## src/rtl/imem_loader.sv

```systemverilog
// Byte-stream program loader: COUNT, 2N data bytes (high byte first), XOR CSUM; writes 16-bit words from address 0 one cycle after each LO byte.
// Holds cpu_reset until the checksum passes; rx_ready is low in RUN and during reset, and producers hold their byte until accepted.
module imem_loader #(
  parameter int DEPTH = 256,
  parameter int AW    = 8
) (
  input  logic          clock,
  input  logic          reset,
  input  logic          rx_valid,
  input  logic [7:0]    rx_data,
  output logic          rx_ready,
  input  logic          reload,
  output logic          imem_we,
  output logic [AW-1:0] imem_addr,
  output logic [15:0]   imem_wdata,
  output logic          cpu_reset,
  output logic          done,
  output logic          error,
  output logic [AW:0]   words_loaded
);

  typedef enum logic [2:0] {
    S_IDLE,
    S_HI,
    S_LO,
    S_CSUM,
    S_RUN,
    S_ERR
  } state_t;

  state_t        state;
  logic [AW:0]   word_total;
  logic [AW:0]   word_idx;
  logic [AW-1:0] addr;
  logic [7:0]    acc;
  logic [7:0]    hi_byte;
  logic          xfer;
  logic          last_word;

  assign rx_ready  = !reset && (state != S_RUN);
  assign xfer      = rx_valid && rx_ready;
  assign last_word = (word_idx == word_total - (AW+1)'(1));

  always_ff @(posedge clock) begin
    if (reset) begin
      state        <= S_IDLE;
      word_total   <= '0;
      word_idx     <= '0;
      addr         <= '0;
      acc          <= '0;
      hi_byte      <= '0;
      imem_we      <= 1'b0;
      imem_addr    <= '0;
      imem_wdata   <= '0;
      cpu_reset    <= 1'b1;
      done         <= 1'b0;
      error        <= 1'b0;
      words_loaded <= '0;
    end else begin
      imem_we <= 1'b0;
      // words_loaded trails the write strobe by one cycle
      if (imem_we) begin
        words_loaded <= words_loaded + (AW+1)'(1);
      end
      case (state)
        S_IDLE, S_ERR: begin
          if (xfer) begin
            // A COUNT of zero stands for a full memory image
            word_total   <= (rx_data == 8'd0) ? (AW+1)'(DEPTH) : (AW+1)'(rx_data);
            word_idx     <= '0;
            addr         <= '0;
            acc          <= '0;
            words_loaded <= '0;
            error        <= 1'b0;
            state        <= S_HI;
          end
        end
        S_HI: begin
          if (xfer) begin
            hi_byte <= rx_data;
            acc     <= acc ^ rx_data;
            state   <= S_LO;
          end
        end
        S_LO: begin
          if (xfer) begin
            imem_we    <= 1'b1;
            imem_addr  <= addr;
            imem_wdata <= {hi_byte, rx_data};
            addr       <= addr + AW'(1);
            acc        <= acc ^ rx_data;
            word_idx   <= word_idx + (AW+1)'(1);
            state      <= last_word ? S_CSUM : S_HI;
          end
        end
        S_CSUM: begin
          if (xfer) begin
            if (rx_data == acc) begin
              state     <= S_RUN;
              cpu_reset <= 1'b0;
              done      <= 1'b1;
            end else begin
              state <= S_ERR;
              error <= 1'b1;
            end
          end
        end
        S_RUN: begin
          if (reload) begin
            state     <= S_IDLE;
            cpu_reset <= 1'b1;
            done      <= 1'b0;
          end
        end
        default: begin
          state <= S_IDLE;
        end
      endcase
    end
  end

endmodule

```

## config.mk

```make
export PLATFORM = sky130hd
export DESIGN_NAME = imem_loader
export DESIGN_NICKNAME = d
export VERILOG_FILES = /design/src/rtl/imem_loader.sv
export SDC_FILE = /design/constraint.sdc
export NUM_CORES = 1
export LEC_CHECK = 0
export ABC_CLOCK_PERIOD_IN_PS = 1700
export BUFFER_PORTS_ARGS = -buffer_cell sky130_fd_sc_hd__buf_2
export CAP_MARGIN = 25
export CORE_MARGIN = 4
export CORE_UTILIZATION = 49
export DETAILED_ROUTE_END_ITERATION = 10
export GPL_ROUTABILITY_DRIVEN = 0
export PLACE_DENSITY_LB_ADDON = 0.1
export SYNTH_ARGS = -nofsm -noshare
export SYNTH_HDL_FRONTEND = slang
export SYNTH_SLANG_ARGS = --single-unit
```

## constraint.sdc

```tcl
create_clock -name clock -period 1.7 [get_ports clock]
set_input_delay 0.17 -clock clock [delete_from_list [all_inputs] [get_ports clock]]
set_output_delay 0.17 -clock clock [all_outputs]
set_load 0.02 [all_outputs]
```

==> flow_summary.yaml <==
floorplan:
  initial_core_util_pct: 50.81
  dieArea_um2: 9016
  rows: 31
  core_region_area_um2: 7292
  die_h_um: 94.95
  boundaryPins: 50
  die_w_um: 94.95
placed_design:
  io_buffer_count: 49
  post-dp-hpwl_um: 6257
yosys:
  netlist_instances: 434
  yosys.area.top_type_share_pct: 44.31
  synth-edff-count: 0
  syn_area_um2: 3705
  ys_seq_elements: 82
  synth_area_leader_cell: "dfxtp_1"
  yosysMostFrequentCell: "dfxtp_1"
  ys_seq_area_share_pct: 44.31
  ys_top_cells_by_area: "dfxtp_1, nand2_1, a21oi_1, xor2_1, nor2_1"
  syn_nets: 450
  yosysWarningCount: 0
  ys.flop_type: "dfxtp_1"
  synthTopCellsByCount: "dfxtp_1, nand2_1, a21oi_1"
  yosysUniqueCellTypes: 50
  async_flop_share_pct: 0
  synth.avg_cell_area_um2: 8.536
sta:
  fmax_ghz: 0.6468
  timing_hold_violations_final: 0
  drv_slew: 0
  setup_tns_ns: 0
  setup_viol: 0
  timing.final.crit_share_pct: 90.94
  rsz0062_at_grt: "no"
  maxSlewHeadroom_pct: 69.10
  final.min_clock_period_ns: 1.546
  holdWs_ns: 0.08480
  worst_pin_slew_ns: 0.4618
  skew_ns: 0.007268
grt:
  grt_max_degree: 42
  grt_overflow: 0
  antenna_found_initial: 0
  grt_pass1_wl_um: 14010
  grt_pass1_vias: 2834
  grtUsageTotal_pct: 20.08
status:
  status: "completed"
min_path:
  hp-class: "primary input to register"
setup_path:
  cpPeakStageDelay_ns: 0.36
  cp-startpoint: "word_total[0]"
  reg2reg_from: "word_total[0]"
  critPathLaunchType: "register"
  rr_worst_depth: 6
  cp_slowest_cell: "nor3_1"
  cp.arrival_ns: 1.79
  endpoint: "state[1]"
  reg2reg_slack_ns: 0.15
  crit_chain: "buf_4 -> nor3_1 -> xnor2_1 -> a32o_1 -> a21oi_1 -> o31ai_1"
  r2r-end: "state[1]"
  crit_fanout: 5
  worst-setup-path-type: "register to register"
  end_kind: "register"
  worstPathRequired_ns: 1.94
layout:
  nNetsFinal: 503
  areaGrowthSynthToFinish_pct: 15.94
  drive_gt1_share_pct: 21.14
  diodes: 0
clocking:
  h-tree-depth: 3
  cts_buffers: 9
  cts_tree: "yes"
  clockBufferDepth: 2
  clk_pin_slew_ns: 0.09
  cts_root_buf: "clkbuf_8"
  hold_buffers: 0
  clock_latency_ns: 0.35
  cts_num_sinks: 82
drt:
  remaining_drc_errors: 0
  routedWlPerCell_um: 14.51
  vias: 3113
  viasPerCell: 5.267
  drt_iter0_drc: 103
  wirelength_um: 8576
  ant_nets: 0
  drtPass1Iterations: 4
power_and_ir_drop:
  peakVddDrop_mv: 0.5820
  p_leak_nw: 1.774
  p_per_area_nw_per_um2: 848.9
run:
  cap_violations: 0
## power by group
| part | internal (mW) | switching (mW) |
|---|---|---|
| sequential | 1.95 | 0.0308 |
| clock | 0.540 | 0.751 |
| combinational | 0.156 | 0.220 |
## metal layers
| layer | track usage, % | up-vias | share of wire [%] |
|---|---|---|---|
| met5 | 0 | - | 0 |
| met1 | 25.99 | 1464 | 46 |
| met4 | 6.851 | 0 | 1.4 |
| met3 | 5.578 | 12 | 4.2 |
| met2 | 32.18 | 57 | 49 |
| li1 | - | 1580 | - |
## worst max-delay path: cells and delay by family, from the launching register on
kind                   cells  cell delay [ns]
XOR/XNOR                   1             0.11
AND/OR/NAND/NOR            1             0.36
buffers and inverters      1             0.15
flip-flops                 1             0.32
AO/OA/AOI/OAI              3             0.51
## layout by cell type, fill, tap and decap left out, types with 4 or more instances in the layout
cell type / instances
nand3_1: 13
nand2_1: 69
clkbuf_8: 9
inv_1: 6
mux2i_1: 10
buf_4: 21
buf_2: 49
dfxtp_1: 79
nor4_1: 5
xnor2_1: 12
a21oi_1: 51
and3_1: 6
o21ai_1: 8
nand3b_1: 9
xor2_1: 28
nor2_1: 47
nand4_1: 10
or3_1: 4
## layout make-up
type                            count  area (µm²)
Multi-Input combinational cell    317        1903
Clock buffer                        9       123.9
Tap cell                           99       123.9
Clock inverter                      7       53.80
Fill cell                         690        2997
Sequential cell                    82        1645
Timing Repair Buffer               71       422.9
Inverter                            6       22.52
## flip-flops by register name, indices dropped and copies added (netlist names)
name	flops
hi_byte	8
addr	8
done	1
cpu_reset	1
error	1
words_loaded	9
imem_wdata	16
imem_addr	8
imem_we	1
acc	8
state	3
word_total	9
word_idx	9
## what timing repair did
item,in CTS,in global routing
endpoints found under the setup margin,1,10
gates resized for setup,1,4
setup buffers,0,0
## metrics by stage
| stage | instance area (µm²) | setup slack [ns] | utilization, % | instances | total power, mW |
|---|---|---|---|---|---|
| floorplan | 3705 | 0.1713 | - | 434 | 2.286 |
| global placement | 4106 | 0.1811 | 56.31 | 575 | 2.391 |
| detailed placement | 4106 | 0.1271 | 56.31 | 575 | 2.397 |
| CTS | 4285 | 0.05521 | 58.77 | 591 | 3.683 |
| global route | 4295 | 0.001184 | 58.91 | 591 | 3.808 |
| finish | 4295 | 0.1540 | 58.91 | 591 | 3.647 |
## how the worst min path moves through the flow
stage / start / to / slack [ns] / depth (start not counted)
floorplan: reload / cpu_reset / 0.35 / 2
CTS: reset / addr[0] / 0.07 / 2
finish: reset / addr[0] / 0.08 / 2
global route: reset / addr[0] / 0.09 / 2
global placement: imem_wdata[9] / imem_wdata[9] / 0.44 / 2
detailed placement: imem_wdata[11] / imem_wdata[11] / 0.45 / 2
## kinds of logic (layout without fill, tap and decap cells)
| logic type | count (synthesis) | in the layout | synth area share, % |
|---|---|---|---|
| and+or+nand+nor | 182 | 182 | 24.72 |
| DFF | 82 | 82 | 44.31 |
| AOI/OAI and AO/OA | 80 | 80 | 12.63 |
| xor gates and xnor gates | 40 | 40 | 9.456 |
| buffers and inverters | 35 | 93 | 4.525 |
| muxes | 11 | 11 | 3.006 |
| adders and majority gates | 4 | 4 | 1.351 |
Note: power is estimated with default switching activity, not from simulation.
